==> src/rtl/ahb_arb_pkg.sv <==
// Shared encodings for the AHB arbiter: transfer/burst types, FSM states, burst length lookup.
// No logic state; constants and one pure function only.
// Imported by the arbiter top; the picker is encoding-agnostic.
package ahb_arb_pkg;

    localparam logic [1:0] HTRANS_IDLE   = 2'd0;
    localparam logic [1:0] HTRANS_BUSY   = 2'd1;
    localparam logic [1:0] HTRANS_NONSEQ = 2'd2;
    localparam logic [1:0] HTRANS_SEQ    = 2'd3;

    localparam logic [2:0] HBURST_SINGLE = 3'd0;
    localparam logic [2:0] HBURST_INCR   = 3'd1;
    localparam logic [2:0] HBURST_WRAP4  = 3'd2;
    localparam logic [2:0] HBURST_INCR4  = 3'd3;
    localparam logic [2:0] HBURST_WRAP8  = 3'd4;
    localparam logic [2:0] HBURST_INCR8  = 3'd5;
    localparam logic [2:0] HBURST_WRAP16 = 3'd6;
    localparam logic [2:0] HBURST_INCR16 = 3'd7;

    localparam logic [1:0] ST_ARB    = 2'd0;
    localparam logic [1:0] ST_BURST  = 2'd1;
    localparam logic [1:0] ST_LOCKED = 2'd2;

    // Zero means the burst has no fixed length and stays re-arbitrable.
    function automatic logic [4:0] burst_beats(input logic [2:0] hburst);
        case (hburst)
            HBURST_WRAP4,  HBURST_INCR4:  burst_beats = 5'd4;
            HBURST_WRAP8,  HBURST_INCR8:  burst_beats = 5'd8;
            HBURST_WRAP16, HBURST_INCR16: burst_beats = 5'd16;
            HBURST_SINGLE, HBURST_INCR:   burst_beats = 5'd0;
            default:                      burst_beats = 5'd0;
        endcase
    endfunction

endpackage

==> src/rtl/ahb_rr_pick.sv <==
// Rotate-priority picker: first requester after ptr, wrapping modulo N.
// Latency: purely combinational.
// Backpressure: none; caller decides when the result is registered.
module ahb_rr_pick #(
    parameter int N = 4,
    parameter int W = 2
) (
    input  logic [N-1:0] req,
    input  logic [W-1:0] ptr,
    output logic [N-1:0] win,
    output logic [W-1:0] win_idx,
    output logic         any_req
);

    int d;
    int best_d;

    // Distance from ptr+1 ranks each requester; smallest distance wins.
    always_comb begin
        win     = '0;
        win_idx = '0;
        any_req = 1'b0;
        d       = 0;
        best_d  = 0;
        for (int k = 0; k < N; k++) begin
            d = k - int'(ptr) - 1;
            if (d < 0) d = d + N;
            if (req[k] && (!any_req || d < best_d)) begin
                any_req = 1'b1;
                best_d  = d;
                win     = '0;
                win[k]  = 1'b1;
                win_idx = W'(k);
            end
        end
    end

endmodule

==> src/rtl/ahb_verilog_arbiter.sv <==
// Round-robin AHB arbiter with fixed-burst and locked-sequence hold.
// Latency: HGRANT registered one edge after request; HMASTER/HMASTLOCK one arbitration point later.
// Backpressure: HREADY=0 freezes every register; arbitration only happens on HREADY=1 edges.
module ahb_verilog_arbiter
    import ahb_arb_pkg::*;
#(
    parameter int AHB_NUM_MASTERS = 4,
    parameter int MASTER_ID_WIDTH = 2,
    parameter int DEFAULT_MASTER  = 0
) (
    input  logic                       HCLK,
    input  logic                       HRESETn,
    input  logic [AHB_NUM_MASTERS-1:0] HBUSREQ,
    input  logic [AHB_NUM_MASTERS-1:0] HLOCK,
    input  logic [1:0]                 HTRANS,
    input  logic [2:0]                 HBURST,
    input  logic                       HREADY,
    output logic [AHB_NUM_MASTERS-1:0] HGRANT,
    output logic [MASTER_ID_WIDTH-1:0] HMASTER,
    output logic                       HMASTLOCK
);

    localparam logic [AHB_NUM_MASTERS-1:0] DEF_GRANT = AHB_NUM_MASTERS'(1) << DEFAULT_MASTER;
    localparam logic [MASTER_ID_WIDTH-1:0] DEF_IDX   = MASTER_ID_WIDTH'(DEFAULT_MASTER);

    logic [1:0]                 state, nxt_state;
    logic [3:0]                 beat_cnt, nxt_cnt;
    logic [MASTER_ID_WIDTH-1:0] ptr, nxt_ptr;
    logic [MASTER_ID_WIDTH-1:0] grant_idx, nxt_idx;
    logic [AHB_NUM_MASTERS-1:0] nxt_grant;
    logic                       lock_tail, nxt_tail;
    logic                       do_arb;

    logic [AHB_NUM_MASTERS-1:0] pick_win;
    logic [MASTER_ID_WIDTH-1:0] pick_idx;
    logic                       pick_any;

    ahb_rr_pick #(
        .N (AHB_NUM_MASTERS),
        .W (MASTER_ID_WIDTH)
    ) u_pick (
        .req     (HBUSREQ),
        .ptr     (ptr),
        .win     (pick_win),
        .win_idx (pick_idx),
        .any_req (pick_any)
    );

    logic [3:0] burst_len;
    logic       burst_start;
    logic       owner_lock;
    logic       win_lock;

    assign burst_len   = 4'(burst_beats(HBURST) - 5'd1);
    assign burst_start = (HTRANS == HTRANS_NONSEQ) && (burst_beats(HBURST) != 5'd0);
    assign owner_lock  = |(HLOCK & HGRANT);
    assign win_lock    = pick_any && |(HLOCK & pick_win);

    always_comb begin
        nxt_grant = HGRANT;
        nxt_idx   = grant_idx;
        nxt_ptr   = ptr;
        nxt_state = state;
        nxt_cnt   = beat_cnt;
        nxt_tail  = lock_tail;
        do_arb    = 1'b0;
        case (state)
            ST_BURST: begin
                case (HTRANS)
                    HTRANS_IDLE, HTRANS_NONSEQ: do_arb = 1'b1;
                    HTRANS_SEQ: begin
                        if (beat_cnt == 4'd1) do_arb = 1'b1;
                        else                  nxt_cnt = beat_cnt - 4'd1;
                    end
                    HTRANS_BUSY: ;
                    default: ;
                endcase
            end
            ST_LOCKED: begin
                // Counter keeps tracking the burst, but only the lock releases the bus.
                if (burst_start)
                    nxt_cnt = burst_len;
                else if (HTRANS == HTRANS_SEQ && beat_cnt != 4'd0)
                    nxt_cnt = beat_cnt - 4'd1;
                if (!owner_lock) begin
                    nxt_state = ST_ARB;
                    nxt_tail  = 1'b1;
                end
            end
            default: begin
                if (lock_tail) nxt_tail = 1'b0;
                else           do_arb   = 1'b1;
            end
        endcase

        if (do_arb) begin
            if (burst_start) begin
                nxt_cnt   = burst_len;
                nxt_state = ST_BURST;
            end else begin
                nxt_cnt   = '0;
                nxt_grant = pick_any ? pick_win : DEF_GRANT;
                nxt_idx   = pick_any ? pick_idx : DEF_IDX;
                if (pick_any) nxt_ptr = pick_idx;
                nxt_state = win_lock ? ST_LOCKED : ST_ARB;
            end
        end
    end

    always_ff @(posedge HCLK or negedge HRESETn) begin
        if (!HRESETn) begin
            HGRANT    <= DEF_GRANT;
            grant_idx <= DEF_IDX;
            HMASTER   <= DEF_IDX;
            HMASTLOCK <= 1'b0;
            ptr       <= DEF_IDX;
            state     <= ST_ARB;
            beat_cnt  <= '0;
            lock_tail <= 1'b0;
        end else if (HREADY) begin
            HGRANT    <= nxt_grant;
            grant_idx <= nxt_idx;
            HMASTER   <= grant_idx;
            HMASTLOCK <= owner_lock;
            ptr       <= nxt_ptr;
            state     <= nxt_state;
            beat_cnt  <= nxt_cnt;
            lock_tail <= nxt_tail;
        end
    end

endmodule

==> config.mk <==
export PLATFORM = sky130hd
export DESIGN_NAME = ahb_verilog_arbiter
export DESIGN_NICKNAME = d
export VERILOG_FILES = /design/src/rtl/ahb_arb_pkg.sv /design/src/rtl/ahb_rr_pick.sv /design/src/rtl/ahb_verilog_arbiter.sv
export SDC_FILE = /design/constraint.sdc
export NUM_CORES = 1
export LEC_CHECK = 0
export CORE_ASPECT_RATIO = 0.75
export CORE_MARGIN = 2
export CORE_UTILIZATION = 50
export DETAILED_ROUTE_END_ITERATION = 7
export PLACE_DENSITY = 0.69
export SKIP_LAST_GASP = 1
export SYNTH_ARGS = -nofsm -noshare
export SYNTH_HDL_FRONTEND = slang
export SYNTH_SLANG_ARGS = --single-unit
export TNS_END_PERCENT = 1
==> constraint.sdc <==
create_clock -name HCLK -period 11.6 [get_ports HCLK]
set_input_delay 2.9 -clock HCLK [delete_from_list [all_inputs] [get_ports HCLK]]
set_output_delay 2.9 -clock HCLK [all_outputs]
set_load 0.005 [all_outputs]
==> summary.md <==
| Metric | Value |
|---|---|
| Yosys Warn Count | `0` |
| Mapped Cells | `402` |
| Pleak | `1.84 nW` |
| Status | `completed` |
| Htree depth | `1` |
| Most frequent cell after synthesis | `ha_1` |
| Vias in the first global route | `2891` |
| Drt first pass iters | `4` |
| Worst-Skew Late Latency | `0.27 ns` |
| Die ar. | `0.00730 mm2` |
| GP Congestion | `0.846` |
| Synth top area share | `34.4%` |
| Root buf cell | `clkbuf_8` |
| Aggregate global-route resource usage | `22.4%` |
| Die Wd | `98.0 um` |
| Storage element area | `452 um2` |
| DRC violations left | `0` |
| Post-DP HPWL | `6.40 mm` |
| Post-layout minimum cycle time | `9.56 ns` |
| Layout cells sized above 1 | `4.74%` |
| Slew @ Worst Pin | `0.847 ns` |
| Unrepaired setup endpoints after global routing | `false` |
| Initial antenna violation count | `0` |
| Power Density | `298 mW/mm2` |
| # Post-CTS Setup Buffers | `0` |
| TritonCTS Buffers | `3` |
| DRT Wirelength | `7.80 mm` |
| Cell accounting for the most synthesized area | `ha_1` |
| Seq/Total Area, Yosys | `13.6%` |
| Fin nets | `553` |
| Kind of critical path | `in -> reg` |
| Maxcap violations | `0` |
| Crit path capture | `ptr[0]` |
| Reg-to-reg endpoint | `ptr[0]` |
| Ports | `23` |
| Hold Path Origin | `grant_idx[0]` |
| Max Slew Vio Count | `0` |
| Hold WC Path Type | `reg -> reg` |
| Hold buffers post-CTS | `0` |
| Clock Skew | `0.00833 ns` |
| Worst-path clk slew | `0.08 ns` |
| Sink Count | `18` |
| Largest net degree at the start of global routing | `19` |
| Number of antenna diodes | `0` |
| CP Data Required Time | `11.73 ns` |
| Post-synth cell types | `63` |
| Syn-to-layout area delta | `12.6%` |
| Fmax | `0.105 GHz` |
| Arrival @ worst endpoint | `9.70 ns` |
| Syn Area/Cell | `8.24 um2` |
| CP Max Fanout | `14` |
| Final period utilization | `82.5%` |
| Setup violators final | `0` |
| Initial Utilization | `52.2%` |
| Placeable Area | `0.00635 mm2` |
| # rows | `25` |
| Routed vias | `3049` |
| CP Launch Point | `HBUSREQ[0]` |
| Vias per inst | `5.82` |
| Post-synth EDFFs | `0` |
| Post-CTS resize count | `0` |
| Area contributors post-synth | `ha_1 34%, dfrtp_1 13%, a21oi_1 6.2%` |
| Max-slew headroom | `43.4%` |
| Crit path capture type | `flip-flop` |
| DRT antenna net count | `0` |
| Post-synthesis cell area | `0.00331 mm2` |
| Main flop type after synthesis | `dfrtp_1` |
| #FFs+latches synth | `18` |
| VDD IR max | `0.000150 V` |
| Multi-input gate area | `0.00278 mm2` |
| Reg2Reg Launch Point | `ptr[0]` |
| Setup TNS | `0 ns` |
| Routed WL per cell | `14.9 um` |
| Most frequent cells after synthesis | `91 x ha_1, 41 x a21oi_1, 36 x inv_1, 36 x nand2_1, 23 x nor2_1` |
| First DRT Iteration DRCs | `97` |
| Hold Vio Cnt, Final | `0` |
| R2R cell count | `28` |
| Port Buffers | `21` |
| Maximum root-to-sink buffer count | `2` |
| Grt total ovfl | `0` |
| TritonCTS clock tree | `done` |
| Asr flop ratio synth | `100%` |
| R2R Setup Slk | `3.69 ns` |
| Fin util | `58.8%` |
| Die H | `74.5 um` |
| First-pass GRT wire length | `13.4 mm` |
| Setup crit start kind | `input port` |
| FILL cells | `610` |
[how the worst min path moves through the flow]
stage,endpoint,slack (ns),depth (start not counted)
final,HMASTER[0],0.50,1
after global routing,HMASTER[0],0.53,1
after CTS,HMASTER[0],0.51,1
after detailed placement,HMASTLOCK,0.49,2
after global placement,HMASTLOCK,0.48,2
after floorplan,HMASTER[1],0.48,1
[metrics by stage]
step | std cells | area, um2 | worst slack, ns | total power, mW | hold slack (ns)
after floorplan | 426 | 3400 | 3.68 | 0.828 | 0.480
after global placement | 520 | 3680 | 1.98 | 1.01 | 0.477
after detailed placement | 520 | 3680 | 1.86 | 1.04 | 0.493
after CTS | 524 | 3730 | 2.11 | 1.10 | 0.510
after global routing | 524 | 3730 | 1.32 | 1.26 | 0.532
final | 524 | 3730 | 2.04 | 1.11 | 0.505
[layout by cell type (no fill, tap or decap), types with 6 or more instances in the layout]
master           instances
a21o_1                  11
dfrtp_1                 17
o21ai_0                 20
nand3_1                 11
conb_1                  26
nor2_1                  23
nand4_1                 11
a21oi_1                 41
ha_1                    91
clkdlybuf4s50_1         21
inv_1                   36
nand2b_1                 6
nand2_1                 36
nor3_1                   8
[flip-flops by register name, summed over array words and instances, names as in the netlist]
register / flops
grant_idx: 2
HMASTLOCK: 1
ptr: 2
HGRANT: 4
state: 2
beat_cnt: 4
lock_tail: 1
HMASTER: 2
[report_power, final]
part           switching, mW  internal, mW
Sequential            0.0264        0.0942
Combinational          0.545         0.392
Clock                 0.0248        0.0303
Total                  0.596         0.517
[critical path, cell delays in order]
cell and delay (ns):
clkdlybuf4s50_1 0.82, nor4b_1 0.31, o21bai_1 0.13, a221oi_2 0.28, o2bb2ai_2 0.14, o211ai_2 0.44, and2_1 0.48, a21oi_1 0.22
ha_1 0.39, and2_0 0.18, a221o_1 0.31, a221oi_2 0.26, o211ai_1 0.16, o211a_1 0.27, a211oi_2 0.68, nor2_1 0.09
a21o_1 0.18, ha_1 0.29, a21oi_1 0.10, nor3_1 0.21, a31oi_1 0.15, nand2b_1 0.20, o221ai_1 0.30, o221ai_1 0.18
[metal layers]
layer	share of wire [%]	GRT usage, %	wire length (um)
met2	41	35.2	3220
met5	0	0	0
met3	3.9	2.73	308
met1	54	33.9	4230
met4	0.51	3.09	40
[logic make-up after synthesis]
logic type / count (synthesis) / share of synthesized area (%)
simple gates: 120 / 19.0
flops: 18 / 13.6
fa+ha+maj: 93 / 35.6
xor+xnor: 1 / 0.264
compound gates: 120 / 24.8
other cells: 2 / 0.227
buf+inv: 44 / 5.25
mux: 4 / 1.32
[area by class of cell]
cell class / instances / share of cell area (%)
clock buffers: 4 / 1.48
inverters: 36 / 3.62
multi-input cells: 364 / 74.5
flip-flops and latches: 18 / 12.1
well taps: 81 / 2.72
repair buffers: 21 / 5.63
Power figures use the tool's default switching activity.
